===== src/rtl/nemesis_vol_sched.sv =====
// rtl/nemesis_vol_sched.sv - shared volume LUT scheduler for PSG channels
// Round-robin issues queued volume codes to one LUT and captures the results per channel.
module nemesis_vol_sched #(
  parameter int NCH = 6,
  parameter int LAT = 1
) (
  input  logic             clk,
  input  logic             rst_n,
  input  logic [1:0]       comp,
  input  logic [5*NCH-1:0] din,
  input  logic [NCH-1:0]   upd,
  output logic [1:0]       lut_comp,
  output logic [4:0]       lut_din,
  input  logic [7:0]       lut_dout,
  output logic [8*NCH-1:0] vol,
  output logic             busy,
  output logic             frame_done
);
  localparam int PW = $clog2(NCH);
  localparam logic [PW-1:0] LAST = PW'(NCH - 1);

  logic [4:0]     code   [NCH];
  logic [7:0]     vol_q  [NCH];
  logic [NCH-1:0] pending;
  logic [1:0]     comp_q;
  logic [4:0]     din_q;
  logic [PW-1:0]  rr_ptr;
  logic [LAT:0]   tag_v;
  logic [PW-1:0]  tag_ch [LAT+1];
  logic           done_q;

  logic           found;
  logic [PW-1:0]  sel;
  logic [PW:0]    scan;
  logic [NCH-1:0] clr;
  logic [NCH-1:0] set;
  logic [NCH-1:0] pending_nxt;
  logic [LAT:0]   tag_v_nxt;
  logic           cfg_chg;

  // First pending channel at or after rr_ptr, wrapping modulo NCH.
  always_comb begin
    found = 1'b0;
    sel   = '0;
    scan  = '0;
    clr   = '0;
    for (int k = 0; k < NCH; k++) begin
      scan = {1'b0, rr_ptr} + (PW+1)'(k);
      if (scan >= (PW+1)'(NCH)) scan = scan - (PW+1)'(NCH);
      if (!found && pending[scan[PW-1:0]]) begin
        found = 1'b1;
        sel   = scan[PW-1:0];
      end
    end
    if (found) clr[sel] = 1'b1;
  end

  assign cfg_chg     = (comp != comp_q);
  assign set         = upd | {NCH{cfg_chg}};
  // Set wins over the issue clear so a same-edge repost is not lost.
  assign pending_nxt = (pending & ~clr) | set;
  assign tag_v_nxt   = {tag_v[LAT-1:0], found};

  always_ff @(posedge clk or negedge rst_n) begin
    if (!rst_n) begin
      for (int i = 0; i < NCH; i++) begin
        code[i]  <= '0;
        vol_q[i] <= '0;
      end
      for (int k = 0; k <= LAT; k++) tag_ch[k] <= '0;
      pending <= '0;
      comp_q  <= '0;
      din_q   <= '0;
      rr_ptr  <= '0;
      tag_v   <= '0;
      done_q  <= 1'b0;
    end else begin
      pending <= pending_nxt;
      comp_q  <= comp;
      for (int i = 0; i < NCH; i++) begin
        if (upd[i]) code[i] <= din[5*i +: 5];
      end
      if (found) begin
        din_q  <= code[sel];
        rr_ptr <= (sel == LAST) ? '0 : sel + 1'b1;
      end
      tag_v     <= tag_v_nxt;
      tag_ch[0] <= sel;
      for (int k = 1; k <= LAT; k++) tag_ch[k] <= tag_ch[k-1];
      if (tag_v[LAT]) vol_q[tag_ch[LAT]] <= lut_dout;
      done_q <= tag_v[LAT] && (pending_nxt == '0) && (tag_v_nxt == '0);
    end
  end

  for (genvar i = 0; i < NCH; i++) begin : g_vol
    assign vol[8*i +: 8] = vol_q[i];
  end

  assign lut_comp   = comp_q;
  assign lut_din    = din_q;
  assign busy       = (|pending) | (|tag_v);
  assign frame_done = done_q;
endmodule


===== config.mk =====
export PLATFORM = sky130hd
export DESIGN_NAME = nemesis_vol_sched
export DESIGN_NICKNAME = d
export VERILOG_FILES = /design/src/rtl/nemesis_vol_sched.sv
export SDC_FILE = /design/constraint.sdc
export NUM_CORES = 1
export LEC_CHECK = 0
export BUFFER_PORTS_ARGS = -buffer_cell sky130_fd_sc_hd__buf_4
export CORE_ASPECT_RATIO = 0.9
export CORE_MARGIN = 2
export CORE_UTILIZATION = 45
export DETAILED_ROUTE_END_ITERATION = 10
export HOLD_SLACK_MARGIN = 0.06
export PLACE_DENSITY = 0.74
export SYNTH_ARGS = -nofsm -noshare
export SYNTH_HDL_FRONTEND = slang
export SYNTH_SLANG_ARGS = --single-unit
export TNS_END_PERCENT = 30

===== constraint.sdc =====
create_clock -name clk -period 7.77 [get_ports clk]
set_clock_uncertainty 0.05 [all_clocks]
set_input_delay 0.777 -clock clk [delete_from_list [all_inputs] [get_ports clk]]
set_output_delay 0.777 -clock clk [all_outputs]
set_load 0.01 [all_outputs]

Word-level counts from Yosys, hierarchy flattened
Index checks and enable logic that the tools add are counted.
Widths: inputs -> output; s select.
Word-level totals
  bits in registers: 103
  input bits: 48
  output and inout port bits: 57
  word-level logic and storage cells: 116
Cells by class
  add/sub/neg operators: 12
  $lt $le $gt $ge: 17
  equality and inequality tests: 2
  multiplexer cells: 40
  bitwise operators: 7
  reduce and logical (&&, ||, !) cells: 18
Operators with widths (count)
  $bwmux 48: 1
  $mux 3: 13
  $lt 3x4->1 const B: 7
  $demux 8 s3: 1
  $ge 4x3->1 const B: 5
  $bmux 1 s3: 6
  $sub 3x3->3 const B: 6
  $bmux 5 s3: 1
  $mux 1: 13
  $or 6x6->6: 2
  $mux 5: 2
  $logic_and 1x1->1: 9
  $add 3x2->4 const B: 2
  $add 3x3->4 const B: 2
  $ge 4x4->1 const B: 2
  $mux 8: 1
  $not 3->4: 2
  $and 6x6->6: 1
  $logic_not 6->1: 1
  $mux 6: 1
  $not 6->6: 1
  $reduce_or 6->1: 1
  $logic_not 1->1: 5
  $add 3x1->4 const B: 1
  10 further kinds: 10

Longest topological paths before layout
  depth after elaboration: 31
  mapped depth: 16
  depth with buffers taken out: 12

Worst setup path before layout
OpenSTA, ideal clock, no wires.
  kind: register to register
  start: register rr_ptr[0]
  end: register din_q[2], in the netlist lut_din[2]
  library setup time: 126 ps
  arrival: 3784 ps
  data required time: 7594 ps
  slack: 3810 ps
  cell stages (with the launch flop): 15
  buffers on the path: 3
  period minus slack after synthesis: 3960 ps
  cell sequence: dfrtp_1 -> buf_4 -> buf_4 -> inv_1 -> ha_1 -> nor2b_1 -> o31a_1 -> o21a_1 -> or3_1 -> buf_2 -> or4_1 -> a32o_2 -> inv_2 -> mux4_2 -> a221o_1
Between the ends
  cells in the longest elaborated chain, start to end: 24
  elaborated cells between the ends (all ways): 61
  those cells by class: 11 x add/sub; 6 x order compare; 33 x mux; 1 x bitwise; 10 x reduce/logical
RTL lines
  start: declaration: line 27  | logic [PW-1:0] rr_ptr;
  start signal: assignment: line 85  | rr_ptr <= (sel == LAST) ? '0 : sel + 1'b1;
  parallel branches: the longest is 19 deep, another holds $add 3x1->4
  $mux 3 (*): line 50  | if (!found && pending[scan[PW-1:0]]) begin
  named net sel[1]: line 33  | logic [PW-1:0] sel;
  $not 3->4 (implied by the code) (*): line 84  | din_q <= code[sel];
  $bmux 5 s3 (*): line 84
  $mux 5 (implied by the code) (*) (2 in a row): line 84
  end signal: assignment: line 84
  end: declaration: line 26  | logic [4:0] din_q;
Mark *: on every way through the listed nets, which the timed path passes. The select of a mux whose other input is x is not followed.
A chain may end at the register's enable or synchronous reset.

Worst setup path after layout
Ends and elaborated chain as after synthesis.

==> impl_metrics.py <==
metrics = {
    "outcome": {
        "status": "finished clean",
    },
    "synth": {
        "yosys_warnings": 0,
        "synth_enable_flop_cells": 0,
        "ys.flop_type": "dfrtp_1",
        "syn_nets": 442,
        "synth_area_per_cell_um2": 12.9,
        "syn-cell-area_um2": 4960,
        "synth_cell_types": 63,
        "yosysSeqAreaShare_pct": 51.9,
        "synthCells": 386,
        "ys_seq_elements": 103,
        "async_flop_share_pct": 100,
    },
    "cts": {
        "cts_buffer_depth": 2,
        "numClockSinks": 103,
        "cts_buffers": 9,
        "clk_pin_slew_ns": 0.07,
        "htree_levels": 3,
        "post_cts.repair.setup_buffers": 0,
        "clock_latency_ns": 0.34,
        "cts_tree": "built",
        "postCtsResizedCells": 0,
        "cts.root.buffer_cell": "clkbuf_16",
        "cts_hold_buffers": 0,
    },
    "worst_setup_path": {
        "cpPeakStageDelay_ns": 0.78,
        "r2r_slack_ns": 3.24,
        "crit_path_end_kind": "flip-flop",
        "path_class": "reg -> reg",
        "r2r_start": "rr_ptr[0]$_DFFE_PN0P_",
        "r2r_end": "lut_din[2]$_DFFE_PN0P_",
        "cp-endpoint": "lut_din[2]$_DFFE_PN0P_",
        "crit_fanout": 18,
        "crit_path_top_delay_cell": "dfrtp_1",
        "r2r_cells": 11,
        "crit_chain": "inv_1 -> ha_1 -> inv_1 -> nor4b_1 -> nor3_2 -> nand3b_1 -> or4_1 -> a32o_2 -> inv_2 -> mux4_2 -> a221o_1",
        "critPathLaunchType": "flip-flop",
        "startpoint": "rr_ptr[0]$_DFFE_PN0P_",
        "crit_required_ns": 7.94,
        "crit_top_cell": "inv_1",
        "cp.arrival_ns": 4.69,
    },
    "finish": {
        "syn_to_final_growth_pct": 24.1,
        "design_area_um2": 6160,
        "finalNetCount": 546,
        "diodes": 0,
        "drive_gt1_share_pct": 45.7,
        "fill_cells": 904,
    },
    "placed_design": {
        "dpl_cell_area_um2": 5880,
        "hpwl_mm": 8.67,
        "place_ws_ns": 3.27,
        "gp_congestion": 0.855,
        "portBuffers": 104,
    },
    "drt": {
        "first_pass_iters": 4,
        "ant_nets": 0,
        "drtIter0Drc": 188,
        "drc_errors": 0,
        "finalWirelength_mm": 11.4,
        "vias_per_cell": 5.62,
        "route.vias.total": 3529,
        "wl_per_cell_um": 18.2,
    },
    "timing": {
        "final_max_slew_viol_count": 0,
        "tightestPinTransition_ns": 0.922,
        "finalSetupViolCount": 0,
        "tns_ns": 0,
        "fin_crit_ns": 4.53,
        "fmax_mhz": 221,
        "hold_viol": 0,
        "fin_crit_sh_pct": 58.2,
        "setup_slack_ns": 3.24,
        "slew_headroom_pct": 38.5,
        "rsz0062_at_grt": "false",
    },
    "floorplan": {
        "num_io_pins": 105,
        "core_um2": 10800,
        "die_w_um": 115,
        "initial_core_util_pct": 45.9,
        "die_area_um2": 11900,
        "die_h_um": 104,
        "num_rows": 36,
    },
    "global_route": {
        "grt_overflow": 0,
        "grt_pass1_vias": 3642,
        "antenna_found_initial": 0,
        "grt_pass1_wl_mm": 19.2,
        "grt_util_all_layers_pct": 20.4,
        "grt_max_degree": 56,
    },
    "power_and_ir_drop": {
        "vdd_drop_max_mv": 0.216,
        "p_leak_nw": 2.71,
        "power_density_nw_per_um2": 474,
    },
    "run": {
        "cap_violations": 0,
    },
    "min_path": {
        "min_path_type": "reg -> reg",
    },
}
## through the flow
| step | cells | hold WS, ns | util (%) | total power [mW] |
|---|---|---|---|---|
| 6_report | 628 | 0.298 | 57.0 | 2.92 |
| 5_1_grt | 628 | 0.306 | 57.0 | 3.13 |
| 4_1_cts | 628 | 0.301 | 57.0 | 2.93 |
| 3_5_place_dp | 612 | 0.286 | 54.4 | 2.50 |
| 3_3_place_gp | 612 | 0.284 | 54.4 | 2.47 |
| 2_1_floorplan | 386 | 0.281 | - | 1.98 |
## flip-flops by register name, summed over array words and instances, names as in the netlist
signal and count:
lut_comp 2, code 30, rr_ptr 3, tag_v 2, frame_done 1, pending 6
lut_din 5, vol 48, tag_ch 6
## cell usage in the layout, fill, tap and decap left out, types with 5 or more instances in the layout
master	synthesis	layout
dfrtp_1	103	103
nand2b_1	6	6
nor2b_1	6	6
clkbuf_16	0	9
nor2_1	10	10
inv_1	9	9
a22oi_1	5	5
o21ai_0	6	6
xnor2_1	7	7
nor4_1	7	7
mux2_2	79	79
nand2_1	11	11
nor3_1	7	7
a21oi_1	7	7
mux2i_1	13	13
a211o_1	7	7
buf_4	2	111
ha_1	8	8
mux4_2	5	5
## how the worst min path moves through the flow
stage,startpoint,endpoint,cells after the start
6_report,tag_ch[3]$_DFF_PN0_,tag_ch[0]$_DFF_PN0_,0
5_1_grt,tag_ch[3]$_DFF_PN0_,tag_ch[0]$_DFF_PN0_,0
4_1_cts,tag_ch[3]$_DFF_PN0_,tag_ch[0]$_DFF_PN0_,0
3_5_place_dp,tag_ch[3]$_DFF_PN0_,tag_ch[0]$_DFF_PN0_,0
3_3_place_gp,tag_ch[3]$_DFF_PN0_,tag_ch[0]$_DFF_PN0_,0
2_1_floorplan,tag_ch[3]$_DFF_PN0_,tag_ch[0]$_DFF_PN0_,0
## Yosys cell counts, types with 2 or more instances
library cell  instances  share of area [%]
nor4_1                7               0.88
buf_2                 5               0.50
nor3b_1               2               0.30
a21oi_1               7               0.71
and2_1                2               0.25
a31oi_1               3               0.38
a22oi_1               5               0.76
mux2i_1              13                2.6
nor2b_1               6               0.76
o32ai_1               2               0.35
a211o_1               7                1.2
nor2_1               10               0.76
nor4_2                2               0.50
or2_2                 4               0.50
o21ai_0               6               0.60
mux4_2                5                2.3
o21a_1                3               0.45
buf_4                 2               0.30
ha_1                  8                2.0
a221o_1               2               0.40
xnor2_1               7                1.2
inv_1                 9               0.68
o31a_1                3               0.53
and3_1                4               0.50
mux2_2               79                 18
nor3_1                7               0.71
a2111oi_0             2               0.35
clkbuf_1             10               0.76
nor4b_1               2               0.35
nand2_1              11               0.83
nand2b_1              6               0.76
dfrtp_1             103                 52
nand4b_1              2               0.35
or3_1                 4               0.50
nand3b_1              2               0.30
xor2_1                3               0.53
o211ai_1              2               0.30
a2111o_1              2               0.45
nand3_1               3               0.30
## kinds of logic after synthesis
group	Yosys count	synth area share, %
AO/OA/AOI/OAI	60	9.33
XOR/XNOR	10	1.76
adder cells (fa/ha/maj)	8	2.02
buffers and inverters	28	2.55
flip-flops	103	51.9
multiplexers	97	22.8
AND/OR/NAND/NOR	80	9.63
## report_power, final
| group | switching [mW] | internal, mW |
|---|---|---|
| registers | 0.145 | 0.737 |
| logic | 0.829 | 0.789 |
| clock network | 0.199 | 0.222 |
## routing by layer
metal	share of wire [%]	wire length [µm]	up-vias	track usage (%)
li1	-	-	1634	-
met3	4.4	509	16	2.93
met1	43	4930	1777	28.8
met4	1.5	176	0	6.63
met5	0	0	-	0
met2	51	5820	102	32.4
## critical path: cells and delay by family (launching register included)
| family | cells | cell delay, ns |
|---|---|---|
| and+or+nand+nor | 4 | 1.21 |
| DFF | 1 | 0.78 |
| AOI/OAI and AO/OA | 2 | 0.66 |
| buffers and inverters | 3 | 0.63 |
| adders and majority gates | 1 | 0.54 |
| muxes | 1 | 0.52 |
## area by class of cell
cell class | count | area (µm²) | share of cell area, %
sequential | 103 | 2580 | 41.8
clock inverter | 6 | 55.1 | 0.894
timing repair buffer | 111 | 833 | 13.5
inverter | 10 | 37.5 | 0.609
multi-input combinational | 255 | 2260 | 36.7
clock buffer | 10 | 229 | 3.72
tap | 133 | 166 | 2.70
No activity file was read; power rests on OpenSTA's default activity.
